$ cat config.mk
export PLATFORM = sky130hd
export DESIGN_NAME = input_conditioner_flat
export DESIGN_NICKNAME = d
export VERILOG_FILES = /design/src/rtl/input_conditioner_if.sv /design/src/rtl/input_conditioner.sv /design/src/flat_wrapper.sv
export SDC_FILE = /design/constraint.sdc
export NUM_CORES = 1
export LEC_CHECK = 0
export CAP_MARGIN = 20
export CORE_MARGIN = 1
export CORE_UTILIZATION = 60
export DETAILED_ROUTE_END_ITERATION = 8
export PLACE_DENSITY = 0.77
export SETUP_SLACK_MARGIN = 0.02
export SLEW_MARGIN = 20
export SYNTH_ARGS = -nofsm -noshare
export SYNTH_HDL_FRONTEND = slang
export SYNTH_SLANG_ARGS = --single-unit
$ cat constraint.sdc
create_clock -name clk -period 20.4 [get_ports clk]
set_input_delay 6.12 -clock clk [delete_from_list [all_inputs] [get_ports clk]]
set_output_delay 6.12 -clock clk [all_outputs]
set_load 0.1 [all_outputs]
$ cat src/rtl/input_conditioner_if.sv
// Pin-side and FSM-side signal bundle of the input conditioner.
// The conditioner takes the slave modport; whatever drives the raw pins takes master.
interface input_conditioner_if #(
  parameter int unsigned N_BTN = 4,
  parameter int unsigned N_SW  = 8
);
  logic [N_BTN-1:0] i_btn;
  logic [N_SW-1:0]  i_sw;
  logic [N_BTN-1:0] o_btn_level;
  logic [N_BTN-1:0] o_btn_press;
  logic [N_BTN-1:0] o_btn_release;
  logic [N_BTN-1:0] o_btn_repeat;
  logic [N_SW-1:0]  o_sw;
  logic             o_sw_changed;

  modport master (
    output i_btn, i_sw,
    input  o_btn_level, o_btn_press, o_btn_release, o_btn_repeat, o_sw, o_sw_changed
  );

  modport slave (
    input  i_btn, i_sw,
    output o_btn_level, o_btn_press, o_btn_release, o_btn_repeat, o_sw, o_sw_changed
  );
endinterface

$ cat src/rtl/input_conditioner.sv
// Two-flop synchronisation and per-bit debounce of buttons and switches,
// with registered press/release/change pulses and a per-button auto-repeat FSM.
module input_conditioner #(
  parameter int unsigned N_BTN         = 4,
  parameter int unsigned N_SW          = 8,
  parameter int unsigned DB_CYCLES     = 500_000,
  parameter int unsigned HOLD_CYCLES   = 25_000_000,
  parameter int unsigned REPEAT_CYCLES = 5_000_000
) (
  input logic                clk,
  input logic                rst,
  input_conditioner_if.slave bus
);

  localparam int unsigned N_ALL  = N_BTN + N_SW;
  localparam int unsigned DB_W   = $clog2(DB_CYCLES + 1);
  localparam int unsigned HR_MAX = (HOLD_CYCLES > REPEAT_CYCLES) ? HOLD_CYCLES : REPEAT_CYCLES;
  localparam int unsigned HR_W   = $clog2(HR_MAX + 1);
  localparam logic [DB_W-1:0] DB_LAST   = DB_W'(DB_CYCLES - 1);
  localparam logic [HR_W-1:0] HOLD_LAST = HR_W'(HOLD_CYCLES - 1);
  localparam logic [HR_W-1:0] REP_LAST  = HR_W'(REPEAT_CYCLES - 1);

  typedef enum logic [1:0] {RELEASED, HOLD_WAIT, REPEATING} rep_state_t;

  logic [N_ALL-1:0] w_raw, r_sync1, r_sync2, r_stable, w_upd;
  logic [DB_W-1:0]  r_db_cnt [N_ALL];
  logic [N_BTN-1:0] w_rise, w_fall, w_rep_nxt;
  logic [N_BTN-1:0] r_press, r_release, r_repeat;
  logic             r_sw_changed;

  rep_state_t       r_state     [N_BTN];
  rep_state_t       w_state_nxt [N_BTN];
  logic [HR_W-1:0]  r_hr_cnt    [N_BTN];
  logic [HR_W-1:0]  w_hr_cnt_nxt[N_BTN];

  // Buttons occupy the low bits and switches the high bits of one shared debounce array.
  assign w_raw = {bus.i_sw, bus.i_btn};

  always_ff @(posedge clk or posedge rst) begin
    if (rst) begin
      r_sync1 <= '0;
      r_sync2 <= '0;
    end else begin
      r_sync1 <= w_raw;
      r_sync2 <= r_sync1;
    end
  end

  always_comb begin
    w_upd = '0;
    for (int unsigned i = 0; i < N_ALL; i++)
      w_upd[i] = (r_sync2[i] != r_stable[i]) && (r_db_cnt[i] == DB_LAST);
  end

  always_ff @(posedge clk or posedge rst) begin
    if (rst) begin
      r_stable <= '0;
      for (int unsigned i = 0; i < N_ALL; i++) r_db_cnt[i] <= '0;
    end else begin
      r_stable <= r_stable ^ w_upd;
      for (int unsigned i = 0; i < N_ALL; i++) begin
        if ((r_sync2[i] == r_stable[i]) || w_upd[i]) r_db_cnt[i] <= '0;
        else                                         r_db_cnt[i] <= r_db_cnt[i] + 1'b1;
      end
    end
  end

  assign w_rise = w_upd[N_BTN-1:0] & ~r_stable[N_BTN-1:0];
  assign w_fall = w_upd[N_BTN-1:0] &  r_stable[N_BTN-1:0];

  // Repeat FSM: state register (pulse outputs registered alongside)
  always_ff @(posedge clk or posedge rst) begin
    if (rst) begin
      r_press      <= '0;
      r_release    <= '0;
      r_repeat     <= '0;
      r_sw_changed <= 1'b0;
      for (int unsigned b = 0; b < N_BTN; b++) begin
        r_state[b]  <= RELEASED;
        r_hr_cnt[b] <= '0;
      end
    end else begin
      r_press      <= w_rise;
      r_release    <= w_fall;
      r_repeat     <= w_rep_nxt;
      r_sw_changed <= |w_upd[N_ALL-1:N_BTN];
      for (int unsigned b = 0; b < N_BTN; b++) begin
        r_state[b]  <= w_state_nxt[b];
        r_hr_cnt[b] <= w_hr_cnt_nxt[b];
      end
    end
  end

  // Next state: the debounced fall overrides everything, so release beats a terminal count
  always_comb begin
    for (int unsigned b = 0; b < N_BTN; b++) begin
      w_state_nxt[b]  = r_state[b];
      w_hr_cnt_nxt[b] = r_hr_cnt[b];
      if (w_fall[b]) begin
        w_state_nxt[b]  = RELEASED;
        w_hr_cnt_nxt[b] = '0;
      end else begin
        unique case (r_state[b])
          RELEASED: if (w_rise[b]) begin
            w_state_nxt[b]  = HOLD_WAIT;
            w_hr_cnt_nxt[b] = '0;
          end
          HOLD_WAIT: if (r_hr_cnt[b] == HOLD_LAST) begin
            w_state_nxt[b]  = REPEATING;
            w_hr_cnt_nxt[b] = '0;
          end else begin
            w_hr_cnt_nxt[b] = r_hr_cnt[b] + 1'b1;
          end
          REPEATING: if (r_hr_cnt[b] == REP_LAST) w_hr_cnt_nxt[b] = '0;
                     else                         w_hr_cnt_nxt[b] = r_hr_cnt[b] + 1'b1;
          default: begin
            w_state_nxt[b]  = RELEASED;
            w_hr_cnt_nxt[b] = '0;
          end
        endcase
      end
    end
  end

  always_comb begin
    w_rep_nxt = '0;
    for (int unsigned b = 0; b < N_BTN; b++)
      w_rep_nxt[b] = !w_fall[b] &&
                     (((r_state[b] == HOLD_WAIT) && (r_hr_cnt[b] == HOLD_LAST)) ||
                      ((r_state[b] == REPEATING) && (r_hr_cnt[b] == REP_LAST)));
  end

  assign bus.o_btn_level   = r_stable[N_BTN-1:0];
  assign bus.o_btn_press   = r_press;
  assign bus.o_btn_release = r_release;
  assign bus.o_btn_repeat  = r_repeat;
  assign bus.o_sw          = r_stable[N_ALL-1:N_BTN];
  assign bus.o_sw_changed  = r_sw_changed;

endmodule

$ cat src/flat_wrapper.sv
// flat-port wrapper written by rule: the top's interface ports become plain ports
module input_conditioner_flat 
#(
  parameter int unsigned N_BTN         = 4,
  parameter int unsigned N_SW          = 8,
  parameter int unsigned DB_CYCLES     = 500_000,
  parameter int unsigned HOLD_CYCLES   = 25_000_000,
  parameter int unsigned REPEAT_CYCLES = 5_000_000
)
  (clk, rst, bus_i_btn, bus_i_sw, bus_o_btn_level, bus_o_btn_press, bus_o_btn_release, bus_o_btn_repeat, bus_o_sw, bus_o_sw_changed);
  input_conditioner_if #(.N_BTN(N_BTN), .N_SW(N_SW)) bus_i ();
  input logic clk;
  input logic rst;
  input wire logic [$bits(bus_i.i_btn)-1:0] bus_i_btn;
  input wire logic [$bits(bus_i.i_sw)-1:0] bus_i_sw;
  output wire logic [$bits(bus_i.o_btn_level)-1:0] bus_o_btn_level;
  output wire logic [$bits(bus_i.o_btn_press)-1:0] bus_o_btn_press;
  output wire logic [$bits(bus_i.o_btn_release)-1:0] bus_o_btn_release;
  output wire logic [$bits(bus_i.o_btn_repeat)-1:0] bus_o_btn_repeat;
  output wire logic [$bits(bus_i.o_sw)-1:0] bus_o_sw;
  output wire logic [$bits(bus_i.o_sw_changed)-1:0] bus_o_sw_changed;
  assign bus_i.i_btn = bus_i_btn;
  assign bus_i.i_sw = bus_i_sw;
  assign bus_o_btn_level = bus_i.o_btn_level;
  assign bus_o_btn_press = bus_i.o_btn_press;
  assign bus_o_btn_release = bus_i.o_btn_release;
  assign bus_o_btn_repeat = bus_i.o_btn_repeat;
  assign bus_o_sw = bus_i.o_sw;
  assign bus_o_sw_changed = bus_i.o_sw_changed;
  input_conditioner #(.N_BTN(N_BTN), .N_SW(N_SW), .DB_CYCLES(DB_CYCLES), .HOLD_CYCLES(HOLD_CYCLES), .REPEAT_CYCLES(REPEAT_CYCLES)) u_core (.clk(clk), .rst(rst), .bus(bus_i));
endmodule
Yosys cells after proc, flatten, opt, wreduce, memory -nomap -nowiden
Cells that the tools add are included.
{ "totals": {"ff_bits": 385, "latchBits": 0, "mem_bits_rw": 0, "mem_bits_ro": 0, "inputBits": 14, "out_inout_bits": 25, "elab_cells": 212, "memories": 0} }
{ "classes": {"n_addsub": 16, "multipliers": 0, "div": 0, "n_lt_le_gt_ge": 0, "eq_ne": 64, "shifts": 0, "muxes": 48, "n_bitwise": 4, "reduce_logical": 53} }
{ "op_table": {"columns": ["operator", "count"], "rows": [
  ["$mux 25", 16],
  ["$pmux 25 s3", 4],
  ["$add 19x1->19 const B", 12],
  ["$eq 19x19->1 const B", 12],
  ["$mux 19", 12],
  ["$add 25x1->25 const B", 4],
  ["$eq 25x23->1 const B", 4],
  ["$eq 25x25->1 const B", 4],
  ["$logic_and 1x1->1", 24],
  ["$mux 2", 12],
  ["$pmux 2 s3", 4],
  ["$ne 3x1->1 const B", 7],
  ["$logic_or 1x1->1", 16],
  ["$eq 1x1->1", 12],
  ["$ne 1x1->1", 12],
  ["$reduce_and 3->1", 4],
  ["$xor 12x12->12", 1],
  ["$and 4x4->4", 2],
  ["$eq 2x1->1 const B", 4],
  ["$eq 2x2->1 const B", 4],
  ["$logic_not 2->1", 4],
  ["$ne 2x1->1 const B", 4],
  ["$reduce_or 8->1", 1],
  ["$logic_not 1->1", 4],
  ["2 further kinds", 2]
]} }

Logic depth before layout (Yosys ltp)
{ "logic_depth": {"word_depth": 6, "depth_mapped": 9} }

Worst setup path before layout
No wires, ideal clock.
{ "synth_timing": {"kind": "register -> output", "from": "register (tool-made name)", "to": "output bus_o_btn_level[1]", "t_arrival_ns": 0.951, "slack_ns": 13.329, "path_stages_with_launch": 1, "path_cell_list": "dfrtp_1"} }
{ "synth_lines": {"columns": ["item", "line_no", "rtl"], "rows": [
  ["to (decl)", "flat_wrapper.sv:16", "output wire logic [$bits(bus_i.o_btn_level)-1:0] bus_o_btn_level;"]
]} }

==> impl_metrics.env <==
export IMPL_maxSlewHeadroom_pct=27.0
export IMPL_async_reset_ff_share_pct=100
export IMPL_worstPathArrival_ps=2100
export IMPL_r2r_slack_ps=17220
export IMPL_area_growth_pct=11.2
export IMPL_p_clk_share_pct=48.1
export IMPL_num_vias=14169
export IMPL_grt_pass1_wl_um=64200
export IMPL_numPortBuffers=38
export IMPL_max_freq_ghz=0.122
export IMPL_layout_drive_gt1_share_pct=5.93
export IMPL_rsz0062_at_grt="no"
export IMPL_io_pins=39
export IMPL_synth_area_mm2=0.0191
export IMPL_cts_root_buf="clkbuf_16"
export IMPL_fin_skew_ps=14.1
export IMPL_syn_area_per_cell_um2=9.65
export IMPL_first_pass_iters=5
export IMPL_synthDistinctLibCells=66
export IMPL_wl_per_cell_um=14.9
export IMPL_report_final_setup_viol=0
export IMPL_cp_slowest_cell="clkdlybuf4s50_1"
export IMPL_synth_top_area_cell="dfrtp_1"
export IMPL_antenna_left=0
export IMPL_grt_overflow_total=0
export IMPL_die_w_um=180
export IMPL_synth_top_cell_area_share_pct=50.5
export IMPL_switching_share_pct=20.8
export IMPL_fillers=2332
export IMPL_postCtsHoldBufs=0
export IMPL_dp_hpwl_um=23400
export IMPL_yosys_warnings=0
export IMPL_crit_path_end_kind="primary output"
export IMPL_synth_edf_count=0
export IMPL_first_global_vias=14099
export IMPL_gr_usage_all_layers_pct=22.9
export IMPL_place_congestion=0.829
export IMPL_ys_ff_latch=385
export IMPL_path_clk_slew_ps=60
export IMPL_layout_cells_non_filler=2438
export IMPL_antenna_found_initial=0
export IMPL_drt_first_iter_violations=887
export IMPL_whs_ps=345
export IMPL_fin_crit_sh_pct=40.3
export IMPL_p_int_mw=1.25
export IMPL_p_sw_uw=327
export IMPL_min_path_type="flop to flop"
export IMPL_power_frac_seq_pct=49.5
export IMPL_post_drt_via_cell_ratio=5.81
export IMPL_max_cap_violations=0
export IMPL_place_inst=2365
export IMPL_synthTopCellsByArea="dfrtp_1, nor2_1, xor2_1"
export IMPL_slew_violations=0
export IMPL_die_h_um=180
export IMPL_worstHoldStart="u_core.r_sync1[0]$_DFF_PP0_"
export IMPL_final_setup_tns_ps=0
export IMPL_crit_type="flop to primary output"
export IMPL_cts_buffers=40
export IMPL_die_area_mm2=0.0325
export IMPL_insertion_delay_ps=520
export IMPL_crit_path_start_kind="flop"
export IMPL_cp_cell_sequence="clkdlybuf4s50_1"
export IMPL_grt_max_degree=200
export IMPL_worst_slew_pin_slew_ps=1090
export IMPL_cts_resized=0
export IMPL_cts_tree="done"
export IMPL_hold_viol_final=0
export IMPL_synthFlopType="dfrtp_1"
export IMPL_cp_max_fo=5
export IMPL_n_antenna_cell=0
export IMPL_cellPowerDensity_mw_per_mm2=74.2
export IMPL_clk_path_buf_depth=3
export IMPL_slowest_delay_ps=1160
export IMPL_crit_required_ps=14280
export IMPL_synth_seq_area_share_pct=50.5
export IMPL_critPathTopFamily="buffers and inverters"
export IMPL_final_area_mm2=0.0212
export IMPL_p_leak_nw=8.86
export IMPL_cts_setup_buffers=0
export IMPL_synthesis_instances=1978
export IMPL_placed_area_mm2=0.0198
export IMPL_reg2reg_from="u_core.r_db_cnt[202]$_DFF_PP0_"
export IMPL_min_period_ps=8220
export IMPL_core_region_area_mm2=0.0309
export IMPL_num_rows=64
export IMPL_ir_drop_mv=0.0679
export IMPL_crit_buf_inv=1
export IMPL_clkSinkCount=385
export IMPL_syn_nets=2024
export IMPL_fin_nets=2058
export IMPL_drc=0
export IMPL_power_frac_comb_pct=2.4
export IMPL_wl_um=36300
export IMPL_outcome="completed"
export IMPL_htreeDepth=2
export IMPL_initial_core_util_pct=61.7
## synthesized netlist by cell type (6+ instances only)
cell / n
a21o_1: 13
nand3_1: 159
xor2_1: 126
and2_1: 21
nand4_1: 65
dfrtp_1: 385
a31oi_1: 6
or2_2: 19
o31ai_1: 12
and4_1: 31
nand2b_1: 9
mux2i_1: 6
and3_1: 43
nor2_1: 319
xnor2_1: 106
or4_1: 10
inv_1: 55
or3_1: 30
a21oi_1: 29
nor4_1: 22
nor3_1: 54
nor4bb_1: 6
mux2_2: 11
nor2b_1: 10
nand2_1: 185
o21ai_0: 47
o311ai_0: 13
ha_1: 32
o311ai_2: 6
a22o_1: 9
nor4b_1: 24
clkbuf_1: 45
## worst paths after layout
path                                                        end  cells after the start
worst min register to register      u_core.r_sync2[0]$_DFF_PP0_                      0
min in group asynchronous        u_core.r_db_cnt[171]$_DFF_PP0_                      2
worst max register to register  u_core.r_hr_cnt[74]$_DFFE_PP0P_                      6
worst max-delay path                         bus_o_btn_level[1]                      1
max in group asynchronous         u_core.r_db_cnt[49]$_DFF_PP0_                      4
worst min-delay path                u_core.r_sync2[0]$_DFF_PP0_                      0
## worst register-to-register path, stage by stage (launching register included)
cell,delay [ps]
dfrtp_1,430
nor4b_1,340
nand3_1,260
o31ai_1,770
o211ai_1,650
or3_1,540
o21ai_0,100
## state kept, by name, indices dropped and copies added, names as in the netlist, named ones only
name / flops
u_core.r_sync1: 12
u_core.r_db_cnt: 228
u_core.bus.o_btn_release: 4
u_core.r_state: 8
u_core.r_sync2: 12
u_core.bus.o_btn_repeat: 4
u_core.r_hr_cnt: 100
u_core.bus.o_sw_changed: 1
u_core.bus.o_btn_press: 4
## cell usage in the layout (no fill, tap or decap), types with 6 or more instances in the layout
cell type        count
o31ai_1             12
nor3_1              54
nor4bb_1             6
xnor2_1            106
clkdlybuf4s50_1     38
a22o_1               9
clkbuf_16           41
xor2_1             126
and2_1              21
nand3_1            159
a21o_1              13
nor2b_1             10
o311ai_0            13
and3_1              43
and4_1              31
inv_1               54
nor4_1              22
or4_1               10
clkbuf_8             9
mux2_2              11
nor2_1             319
nand2b_1             9
o21ai_0             47
nand2_1            185
mux2i_1              6
dfrtp_1            385
ha_1                32
o311ai_2             6
a31oi_1              6
nor4b_1             24
clkbuf_1             9
or3_1               30
nand4_1             65
a21oi_1             29
or2_2               19
## power by group through the flow
stage,clock network (mW),logic (mW),registers [mW]
6_report,0.758,0.0378,0.779
5_1_grt,0.810,0.0443,0.780
4_1_cts,0.781,0.0388,0.779
3_5_place_dp,0,0.0385,0.793
3_3_place_gp,0,0.0377,0.793
2_1_floorplan,0,0.0282,0.792
## cells by family (layout without fill, tap and decap cells)
kind of cell	Yosys count	after routing	share of synthesized area, %
compound gates	171	171	6.35
xor+xnor	232	232	10.6
fa+ha+maj	32	32	2.10
buf+inv	107	171	2.19
flops	385	385	50.5
mux	17	17	0.964
simple gates	1034	1034	27.2
## metal layers
layer  part of all wire (%)  routed length (um)  vias to the layer above  track usage [%]
li1                       -                   -                     6960                -
met2                     48               17500                      213             39.1
met3                    3.3                1190                       55             3.25
met5                      0                   0                        -                0
met4                    1.9                 692                        0             5.98
met1                     47               16900                     6941             30.7
## final cells by class
type	instances	area (um2)	area share, %
clock buffer	59	1180	5.58
sequential	385	9630	45.4
multi-input combinational	1486	9030	42.6
timing repair buffer	44	458	2.16
clock inverter	13	200	0.944
tap	396	495	2.34
inverter	55	214	1.01
## stage by stage
stage / utilization, % / setup WS, ps / total power [mW]
after floorplan: - / 3580 / 0.820
after global placement: 64.1 / 12070 / 0.830
after detailed placement: 64.1 / 12050 / 0.832
after CTS: 68.6 / 12160 / 1.60
after global routing: 68.6 / 12130 / 1.63
final: 68.6 / 12180 / 1.57
No activity file was read; power rests on OpenSTA's default activity.
